File: src/rtl/pulsador_debouncer.sv
`default_nettype none
// ============================================================================
// Module   : pulsador_debouncer
// Brief    : Synchronizes raw push-buttons/switches, debounces each button
//            and emits one-hot press pulses with a latched switch snapshot.
// Revision : 1.0  initial release
// ============================================================================
module pulsador_debouncer #(
    parameter int N_BITS_DATA      = 8,
    parameter int N_PULSADORES     = 3,
    parameter int N_CICLOS_ESTABLE = 1000000,
    parameter int N_BITS_CONTADOR  = 20
) (
    input  logic                    i_clock,
    input  logic                    i_reset,
    input  logic [N_PULSADORES-1:0] i_pulsadores,
    input  logic [N_BITS_DATA-1:0]  i_switches,
    output logic [N_PULSADORES-1:0] o_pulsadores,
    output logic [N_BITS_DATA-1:0]  o_switches,
    output logic                    o_conflicto
);

    typedef enum logic [1:0] {
        IDLE         = 2'd0,
        PRESS_WAIT   = 2'd1,
        PRESSED      = 2'd2,
        RELEASE_WAIT = 2'd3
    } state_t;

    localparam logic [N_BITS_CONTADOR-1:0] c_cnt_max =
        N_BITS_CONTADOR'(N_CICLOS_ESTABLE - 1);

    logic [N_PULSADORES-1:0] r_puls_s1;
    logic [N_PULSADORES-1:0] r_puls_s2;
    logic [N_BITS_DATA-1:0]  r_sw_s1;
    logic [N_BITS_DATA-1:0]  r_sw_s2;

    logic [N_PULSADORES-1:0] w_req;
    logic                    w_any;
    logic                    w_multi;
    logic                    w_seen;

    logic [N_PULSADORES-1:0] r_pulsadores;
    logic [N_BITS_DATA-1:0]  r_switches;
    logic                    r_conflicto;

    // Two-flop synchronizers; only the second stage feeds the logic below.
    always_ff @(posedge i_clock or posedge i_reset) begin
        if (i_reset) begin
            r_puls_s1 <= '0;
            r_puls_s2 <= '0;
            r_sw_s1   <= '0;
            r_sw_s2   <= '0;
        end else begin
            r_puls_s1 <= i_pulsadores;
            r_puls_s2 <= r_puls_s1;
            r_sw_s1   <= i_switches;
            r_sw_s2   <= r_sw_s1;
        end
    end

    genvar k;
    generate
        for (k = 0; k < N_PULSADORES; k++) begin : g_button
            state_t                     r_state;
            state_t                     w_state_next;
            logic [N_BITS_CONTADOR-1:0] r_cnt;
            logic [N_BITS_CONTADOR-1:0] w_cnt_next;
            logic                       w_done;

            assign w_done   = (r_cnt == c_cnt_max);
            // Request is combinational so the output register fires on the
            // very edge that accepts the press.
            assign w_req[k] = (r_state == PRESS_WAIT) && r_puls_s2[k] && w_done;

            always_ff @(posedge i_clock or posedge i_reset) begin
                if (i_reset) begin
                    r_state <= IDLE;
                    r_cnt   <= '0;
                end else begin
                    r_state <= w_state_next;
                    r_cnt   <= w_cnt_next;
                end
            end

            always_comb begin
                w_state_next = r_state;
                w_cnt_next   = r_cnt;
                case (r_state)
                    IDLE: begin
                        if (r_puls_s2[k]) begin
                            w_state_next = PRESS_WAIT;
                            w_cnt_next   = '0;
                        end
                    end
                    PRESS_WAIT: begin
                        if (!r_puls_s2[k]) begin
                            w_state_next = IDLE;
                        end else if (w_done) begin
                            w_state_next = PRESSED;
                        end else begin
                            w_cnt_next = r_cnt + 1'b1;
                        end
                    end
                    PRESSED: begin
                        if (!r_puls_s2[k]) begin
                            w_state_next = RELEASE_WAIT;
                            w_cnt_next   = '0;
                        end
                    end
                    RELEASE_WAIT: begin
                        if (r_puls_s2[k]) begin
                            w_state_next = PRESSED;
                        end else if (w_done) begin
                            w_state_next = IDLE;
                        end else begin
                            w_cnt_next = r_cnt + 1'b1;
                        end
                    end
                    default: begin
                        w_state_next = IDLE;
                        w_cnt_next   = '0;
                    end
                endcase
            end
        end
    endgenerate

    // Flags two or more simultaneous requests.
    always_comb begin
        w_multi = 1'b0;
        w_seen  = 1'b0;
        for (int i = 0; i < N_PULSADORES; i++) begin
            if (w_req[i]) begin
                if (w_seen) begin
                    w_multi = 1'b1;
                end
                w_seen = 1'b1;
            end
        end
    end

    assign w_any = |w_req;

    always_ff @(posedge i_clock or posedge i_reset) begin
        if (i_reset) begin
            r_pulsadores <= '0;
            r_switches   <= '0;
            r_conflicto  <= 1'b0;
        end else begin
            r_conflicto <= w_multi;
            if (w_any && !w_multi) begin
                r_pulsadores <= w_req;
                r_switches   <= r_sw_s2;
            end else begin
                r_pulsadores <= '0;
            end
        end
    end

    assign o_pulsadores = r_pulsadores;
    assign o_switches   = r_switches;
    assign o_conflicto  = r_conflicto;

endmodule
`default_nettype wire

File: config.mk
export PLATFORM = sky130hd
export DESIGN_NAME = pulsador_debouncer
export DESIGN_NICKNAME = d
export VERILOG_FILES = /design/src/rtl/pulsador_debouncer.sv
export SDC_FILE = /design/constraint.sdc
export NUM_CORES = 1
export LEC_CHECK = 0
export CORE_ASPECT_RATIO = 1.4
export CORE_UTILIZATION = 50
export DETAILED_ROUTE_END_ITERATION = 8
export DONT_BUFFER_PORTS = 1
export SYNTH_ARGS = -nofsm -noshare
export SYNTH_HDL_FRONTEND = slang
export SYNTH_SLANG_ARGS = --single-unit
File: constraint.sdc
create_clock -name i_clock -period 3.35 [get_ports i_clock]
set_input_delay 0.5025 -clock i_clock [delete_from_list [all_inputs] [get_ports i_clock]]
set_output_delay 0.5025 -clock i_clock [all_outputs]
set_load 0.02 [all_outputs]
==> impl_metrics.toml, run 1 <==
[clock_network]
cts_buffer_depth = 2
cts_tree = "yes"
ctsResizeCount = 0
root_buffer = "clkbuf_16"
cts_buffers = 9
cts.clk_slew.worst_paths_ns = 0.08
htreeDepth = 3
ctsHoldBuffers = 0
postCtsSetupRepairBufs = 0
clock_sinks = 100
clock_latency_ns = 0.36

[detailed_routing]
viasPerCell = 5.75
dr_total_vias = 3143
wl_per_cell_um = 15.4
drtAntennaViolNets = 0
drt_iter0_markers = 166
drt_pass1_iterations = 4
drcViolationCount = 0
wirelength_um = 8450

[critical_path]
rr_endpoint = "o_switches[6]"
worstPathMaxFanout = 8
reg2reg_depth = 6
startpoint_type = "flip-flop"
crit_arrival_ns = 2.87
end_kind = "flip-flop"
cp.required_ns = 3.59
r2r_setup_slack_ns = 0.72
reg2reg_from = "g_button[2].r_cnt[6]"
crit_type = "reg -> reg"

[sta]
whs_ns = 0.152
worst_slew_pin_slew_ns = 0.919
fmax_ghz = 0.380
fin_skew_ns = 0.00969
slew_violations = 0
hold_viol = 0
tns_ns = 0
finalCritPeriodShare_pct = 78.5
setup-violations-final = 0
rsz0062_at_grt = "no"
max_slew_margin_pct = 38.4
min_period_ns = 2.63

[global_routing]
gr-usage-all-layers_pct = 20.0
grt_pass1_vias = 2960
grt_antenna_before_repair = 0
grt_max_degree = 64
overflow = 0
grt_pass1_wl_um = 14000

[die]
row_count = 40
die_area_sq_um = 9420
fp.dieW_um = 82.3
ios = 25
core-area_sq_um = 8660
die_h_um = 114
start_util_pct = 52.2

[final_layout]
layout_commonest_cell = "dfrtp_1"
drive_above_1_share_pct = 9.73
area_growth_syn_to_layout_pct = 9.97
fin_nets = 453
num_antenna_cells = 0
final_cell_mix = "dfrtp_1, nor2_1, nand2_1, xor2_1, nand3_1"
fin_util_pct = 57.4

[logic_synthesis]
async_flop_share_pct = 100
synth_enable_flop_cells = 0
synth-seq-area-share_pct = 55.4
ys_types = 44
avgSynthCellArea_sq_um = 10.5
synth_nets = 446
syn_area_sq_um = 4520
ys_warn_count = 0
ys_seq_elements = 100
syn_inst = 430
synth_flop_cell = "dfrtp_1"

[place]
hpwl_um = 5840
gp_congestion = 0.839
port_buffers = 0

[flow_run]
max_cap_violations = 0

[worst_hold_path]
min_path_type = "in -> async"

[power]
total_power_uw = 2410
leakage_uw = 0.00216
ir_drop_v = 0.000388
powerDensity_nw_per_um2 = 485

[outcome]
status = "finished clean"
layout make-up:
cell class / instances / area [sq um]
inverter: 6 / 25.0
clock buffer: 9 / 225
clock inverter: 7 / 91.3
fill: 762 / 3690
tap: 105 / 131
sequential: 100 / 2500
multi-input combinational: 316 / 1960
timing repair buffer: 4 / 30.0
logic make-up (layout without fill, tap and decap cells):
family / after synthesis / in the layout / share of synthesized area [%]
and+or+nand+nor: 205 / 205 / 24.0
DFF: 100 / 100 / 55.4
AOI/OAI and AO/OA: 52 / 52 / 7.01
xor gates and xnor gates: 41 / 41 / 7.95
muxes: 14 / 14 / 3.43
buffers and inverters: 14 / 26 / 1.16
adders and majority gates: 4 / 4 / 1.05
through the flow:
stage / worst slack, ns / cells / cell area, sq um
final: 0.720 / 547 / 4970
after global routing: 0.541 / 547 / 4970
after CTS: 0.719 / 547 / 4970
after detailed placement: 0.733 / 531 / 4650
after global placement: 0.788 / 531 / 4650
after floorplan: 0.229 / 430 / 4520
registers in the layout, indices dropped and copies added (netlist names), named ones only:
name and flops:
r_sw_s1 8, g_button.r_cnt 60, g_button.r_state 3, r_puls_s1 3, o_pulsadores 3, r_sw_s2 8
o_switches 8, o_conflicto 1, r_puls_s2 3
synthesized netlist by cell type, types with 2 or more instances:
master	count	area (sq um)
nand2b_1	4	25.0
xnor2_1	8	70.1
o21ai_0	21	105
and3_1	10	62.6
or2_2	2	12.5
mux2i_1	2	20.0
mux2_2	12	135
nor3b_1	2	15.0
or4_1	4	30.0
o31ai_1	6	45.0
nand4_1	16	100
a21oi_1	11	55.1
nand2_1	45	169
nand3_1	23	115
and4_1	6	52.6
a211oi_1	2	15.0
a22o_1	4	35.0
a31oi_1	4	25.0
nor4_1	5	31.3
nor2b_1	3	18.8
or4bb_1	4	45.0
dfrtp_1	100	2500
clkbuf_1	8	30.0
inv_1	5	18.8
nor3_1	7	35.0
or3_1	8	50.1
nor2_1	57	214
xor2_1	33	289
ha_1	3	37.5
critical path: stages, from the launching register on:
cell and delay [ns]:
dfrtp_1 0.45, or4b_4 0.55, nor4_4 0.32, nand3_2 0.19, o211a_1 0.29, nor3_4 0.32
mux2_2 0.39
layer usage:
metal	GRT usage [%]	vias to the layer above	share of wire (%)
met3	3.90	15	2.7
met4	10.5	0	2.6
met5	0	-	0
met2	30.9	51	49
li1	-	1534	-
met1	26.4	1543	46
report_power, final:
group          internal (uW)  switching (uW)
Clock                    536             525
Sequential              1230            26.8
Combinational           26.3            59.9
Total                   1800             611
how the worst max path moves through the flow:
stage / start / endpoint / slack [ns] / cells after the start
global route: g_button[2].r_cnt[6] / g_button[2].r_cnt[13] / 0.54 / 8
detailed placement: g_button[2].r_cnt[6] / o_switches[6] / 0.73 / 6
floorplan: i_reset / async pin / 0.23 / 1
finish: g_button[2].r_cnt[6] / o_switches[6] / 0.72 / 6
CTS: g_button[2].r_cnt[6] / o_switches[6] / 0.72 / 6
global placement: g_button[2].r_cnt[6] / o_switches[7] / 0.79 / 6
Power figures use the tool's default switching activity.
==> run 2, diff against run 1 <==
Clock period 3.35 ns to 2.5 ns, I/O delays scaled along.
==> run 2 against run 1 <==
Compared with the run above:
- worst setup slack got worse by 0.57 ns
- non-clock buffer count rose by 21
- clock-buffer cell count rose by 1
- register-to-register slack got worse by 0.57 ns
- first-iteration DRC count fell by 9.0%
- hold slack got worse by 0.10 ns
- fmax rose by 12%
- final area rose by 3.8%
- critical path type unchanged
- largest power group unchanged
==> impl_metrics.toml, run 2 (same netlist as run 1, synthesis figures left out) <==
[detailed_routing]
drcViolationCount = 0
drtAntennaViolNets = 0
dr_total_vias = 3227
viasPerCell = 5.68
drt_pass1_iterations = 4
wirelength_um = 8870
drt_iter0_markers = 151
wl_per_cell_um = 15.6

[place]
gp_congestion = 0.834
placed_cell_area_sq_um = 4830
pre_cts_ws_ns = 0.0820
hpwl_um = 6240
port_buffers = 0
dp_cells = 551

[flow_run]
max_cap_violations = 0

[sta]
min_period_ns = 2.35
fmax_ghz = 0.426
tns_ns = 0
hold_viol = 0
setup-violations-final = 0
slew_violations = 0
worst_slack_ns = 0.155
fin_skew_ns = 0.00926
finalCritPeriodShare_pct = 93.8
max_slew_margin_pct = 14.7
worst_slew_pin_slew_ns = 1.28

[die]
fp.dieW_um = 82.3
ios = 25
start_util_pct = 52.2
die_area_sq_um = 9420
die_h_um = 114
row_count = 40
core-area_sq_um = 8660

[clock_network]
cts_buffers = 9
root_buffer = "clkbuf_16"
cts.clk_slew.worst_paths_ns = 0.07
cts_tree = "yes"
postCtsSetupRepairBufs = 0
clock_sinks = 100
htreeDepth = 3
clock_latency_ns = 0.35
cts_buffer_depth = 2

[worst_hold_path]
whs_endpoint = "r_puls_s1[1]"
hold_path_depth = 0
min_path_type = "in -> reg"
hp-start = "i_pulsadores[1]"

[final_layout]
drive_above_1_share_pct = 14.0
final_cell_mix = "dfrtp_1, nor2_1, nand2_1, xor2_1, nand3_1"
max_flop_register = "g_button.r_cnt"
fin_nets = 474
final_area_sq_um = 5160
largest_register_ffs = 60
layout.cells.non_filler = 568
area_growth_syn_to_layout_pct = 14.2
num_antenna_cells = 0
layout_commonest_cell = "dfrtp_1"

[outcome]
status = "finished clean"

[global_routing]
grt_pass1_wl_um = 15300
overflow = 0
gr-usage-all-layers_pct = 21.4
grt_pass1_vias = 3232
grt_antenna_before_repair = 0
grt_max_degree = 45

[critical_path]
crit_type = "reg -> reg"
end_kind = "flip-flop"
crit_arrival_ns = 2.57
worstPathMaxFanout = 8
reg2reg_depth = 9
cp.required_ns = 2.73
rr_endpoint = "o_switches[7]"
r2r_setup_slack_ns = 0.15
startpoint_type = "flip-flop"
reg2reg_from = "g_button[2].r_cnt[0]"
timing.critical_path.from = "g_button[2].r_cnt[0]"

[power]
total_power_uw = 3250
leakage_uw = 0.00228
powerDensity_nw_per_um2 = 631
ir_drop_v = 0.000452
run 2: changes by cell type in the layout (fill, tap and decap cells not counted), moves of 2 or more:
| cell | before | now |
|---|---|---|
| buf_12 | 0 | 2 |
| buf_4 | 4 | 22 |
| inv_8 | 0 | 2 |
| clkinv_8 | 4 | 0 |
run 2: area by class of cell:
cell class              count  area, sq um
repair buffers             25          215
multi-input cells         316         1970
clock inverters             6         78.8
fillers                   730         3500
well taps                 105          131
flip-flops and latches    100         2500
inverters                   6         26.3
clock buffers              10          229
run 2: worst max path at each step:
stage | endpoint | slack, ns | cells past startpoint
floorplan | o_switches[0] | 0.09 | 6
global placement | o_switches[6] | 0.12 | 7
detailed placement | o_switches[7] | 0.08 | 7
global route | o_switches[4] | -0.004 | 9
finish | o_switches[7] | 0.15 | 9
CTS | o_switches[7] | 0.07 | 7
run 2: repair_timing:
action	4_1_cts	5_1_grt
resized for setup	0	3
hold buffers	1	0
endpoints found under the setup margin	0	10
hold endpoints to repair	4	0
run 2: power by group:
group	leakage [uW]	switching [uW]	internal, uW
Sequential	0.00133	37.7	1660
Combinational	0.000796	83.5	41.6
Clock	0.000152	637	800
run 2: layer usage:
layer  wire [um]  GRT usage (%)  share of wire [%]
met5           0              0                  0
met4         165           9.24                1.9
met2        4420           34.9                 50
met3         254           4.46                2.9
met1        4020           27.2                 45
run 2: stage by stage:
| stage | utilization [%] | hold slack (ns) |
|---|---|---|
| after detailed placement | 55.8 | 0.335 |
| final | 59.6 | 0.0492 |
| after global placement | 55.8 | 0.332 |
| after global routing | 59.6 | 0.0315 |
| after CTS | 59.4 | 0.0374 |
| after floorplan | - | 0.331 |
run 2: critical path, stage by stage (launching register included):
cell and delay [ns]:
dfrtp_1 0.41, ha_1 0.21, nand3_1 0.17, nor4_2 0.26
buf_4 0.16, nand3_2 0.11, o211a_1 0.26, nor3_4 0.15
buf_12 0.15, mux2_2 0.33
==> run 3, diff against run 2 <==
Settings changed: ABC_AREA set to 1, CTS_CLUSTER_SIZE set to 16.
==> run 3 against run 2 <==
Compared with the run above:
- critical path depth fell by 1
- final area increased by 15%
- die area up 22%
==> impl_metrics.toml, run 3 <==
[outcome]
status = "finished clean"

[sta]
min_period_ns = 2.03
setup-violations-final = 0
max_slew_margin_pct = 45.4
rsz0062_at_grt = "no"
tns_ns = 0
slew_violations = 0
worst_slew_pin_slew_ns = 0.820
fin_skew_ns = 0.0151
finalCritPeriodShare_pct = 81.1
fmax_ghz = 0.493
hold_viol = 0

[clock_network]
htreeDepth = 3
cts_buffers = 9
ctsHoldBuffers = 0
cts_tree = "yes"
clock_latency_ns = 0.35
postCtsSetupRepairBufs = 0
root_buffer = "clkbuf_16"
cts_buffer_depth = 2
cts.clk_slew.worst_paths_ns = 0.08
clock_sinks = 100
ctsResizeCount = 0

[global_routing]
grt_max_degree = 67
grt_antenna_before_repair = 0
grt_pass1_vias = 4569
grt_pass1_wl_um = 21200
overflow = 0
gr-usage-all-layers_pct = 23.1

[final_layout]
largest_register_ffs = 60
drive_above_1_share_pct = 11.0
final_cell_mix = "nand2_1, dfrtp_1, nor2_1, inv_1, nand3_1"
layout.cells.non_filler = 833
max_flop_register = "g_button.r_cnt"
num_antenna_cells = 0
num-fill-cells = 1033
layout_commonest_cell = "nand2_1"
area_growth_syn_to_layout_pct = 7.81
fin_nets = 703

[power]
switching_share_pct = 26.0
powerDensity_nw_per_um2 = 548
p_clk_share_pct = 43.5
p_int_uw = 2410
combPwrFrac_pct = 4.7
leakage_uw = 0.00254
p_seq_share_pct = 51.8
switchingPower_uw = 848
ir_drop_v = 0.000298

[logic_synthesis]
synth_flop_cell = "dfrtp_1"
synthTopCellsByArea = "dfrtp_1, nand2_1, nand3_1"
synth_nets = 703
synth_top_cells_by_count = "nand2_1, dfrtp_1, nor2_1, inv_1, nand3_1"
syn_area_sq_um = 5510
avgSynthCellArea_sq_um = 8.02
ys_types = 40
ys_seq_elements = 100
yosys.area.top_type = "dfrtp_1"
async_flop_share_pct = 100
ys_warn_count = 0
synth_top_area_share_pct = 45.4
synth_enable_flop_cells = 0
synth_most_common_cell = "nand2_1"
syn_inst = 687
synth-seq-area-share_pct = 45.4

[die]
fp.dieW_um = 90.7
die_h_um = 126
core-area_sq_um = 10800
row_count = 45
start_util_pct = 51.0
die_area_sq_um = 11500
ios = 25

[critical_path]
rr_endpoint = "g_button[1].r_cnt[18]"
worstPathMaxFanout = 27
reg2reg_from = "g_button[1].r_cnt[0]"
startpoint_type = "flip-flop"
end_kind = "flip-flop"
crit_arrival_ns = 2.26
crit_type = "reg -> reg"
cp.required_ns = 2.73
reg2reg_depth = 8
r2r_setup_slack_ns = 0.47

[detailed_routing]
dr_total_vias = 4561
wirelength_um = 12500
drt_pass1_iterations = 5
drtAntennaViolNets = 0
wl_per_cell_um = 15.0
drcViolationCount = 0
viasPerCell = 5.48
drt_iter0_markers = 275

[place]
hpwl_um = 9010
gp_congestion = 0.905
port_buffers = 0
dp_cells = 817

[flow_run]
max_cap_violations = 0

[worst_hold_path]
min_path_type = "in -> async"
[run 3: cell count changes in the layout (fill, tap and decap cells not counted), sizes merged, moves of 8 or more]
| cell | before | now |
|---|---|---|
| a21oi | 11 | 3 |
| and3 | 10 | 0 |
| buf | 24 | 6 |
| inv | 9 | 69 |
| mux2 | 12 | 1 |
| nand2 | 45 | 181 |
| nand3 | 24 | 68 |
| nand4 | 16 | 37 |
| nor2 | 57 | 82 |
| nor3 | 8 | 22 |
| o21ai | 21 | 43 |
| or3 | 8 | 0 |
| xor2 | 33 | 23 |
[run 3: metrics by stage]
step | hold WS [ns] | total power, uW | setup WS [ns] | instance area (sq um) | utilization, %
floorplan | 0.331 | 1830 | 0.854 | 5520 | -
global placement | 0.332 | 1870 | 0.581 | 5630 | 52.1
detailed placement | 0.335 | 1870 | 0.481 | 5630 | 52.1
CTS | 0.0391 | 3290 | 0.474 | 5940 | 55.0
global route | 0.0322 | 3390 | 0.303 | 5940 | 55.0
finish | 0.0148 | 3260 | 0.473 | 5940 | 55.0
[run 3: kinds of logic after synthesis]
logic type,after synthesis,share of synthesized area (%)
adders and majority gates,3,0.681
DFF,100,45.4
xor gates and xnor gates,30,4.77
muxes,1,0.204
buffers and inverters,85,6.65
AOI/OAI and AO/OA,66,7.81
and+or+nand+nor,402,34.5
[run 3: per-layer routing]
layer	vias to the layer above	share of wire [%]	GRT usage [%]
li1	2282	-	-
met1	2147	43	28.1
met2	109	51	41.5
met3	23	3.4	3.20
met4	0	2.1	8.44
met5	-	0	0
[run 3: how the worst max path moves through the flow]
stage | cells after the start | end | from | slack (ns)
finish | 8 | g_button[1].r_cnt[18] | g_button[1].r_cnt[0] | 0.47
global route | 8 | g_button[1].r_cnt[18] | g_button[1].r_cnt[0] | 0.30
CTS | 8 | g_button[1].r_cnt[18] | g_button[1].r_cnt[0] | 0.47
detailed placement | 8 | g_button[1].r_cnt[17] | g_button[1].r_cnt[0] | 0.48
global placement | 8 | g_button[1].r_cnt[19] | g_button[1].r_cnt[0] | 0.58
floorplan | 9 | g_button[0].r_cnt[12] | g_button[0].r_cnt[0] | 0.85
[run 3: final cells by class]
cell class,instances,area (sq um),share of cell area [%]
clock inverters,7,88.8,1.49
inverters,68,262,4.40
multi-input cells,502,2640,44.5
repair buffers,6,45.0,0.758
clock buffers,9,225,3.79
well taps,141,176,2.97
flip-flops and latches,100,2500,42.1
[run 3: critical path, cell delays in order, from the launching register on]
cell and delay [ns]:
dfrtp_1 0.43, ha_1 0.29, nand3_2 0.18, nor2_1 0.22, nand3_2 0.14, nand2_4 0.26, inv_2 0.21, nand4_1 0.13
o21ai_2 0.06
[run 3: power by group through the flow]
stage	clock network, uW	registers [uW]	logic [uW]
after CTS	1450	1690	156
final	1420	1690	153
after global routing	1520	1690	175
after floorplan	0	1710	122
after global placement	0	1720	150
after detailed placement	0	1720	154
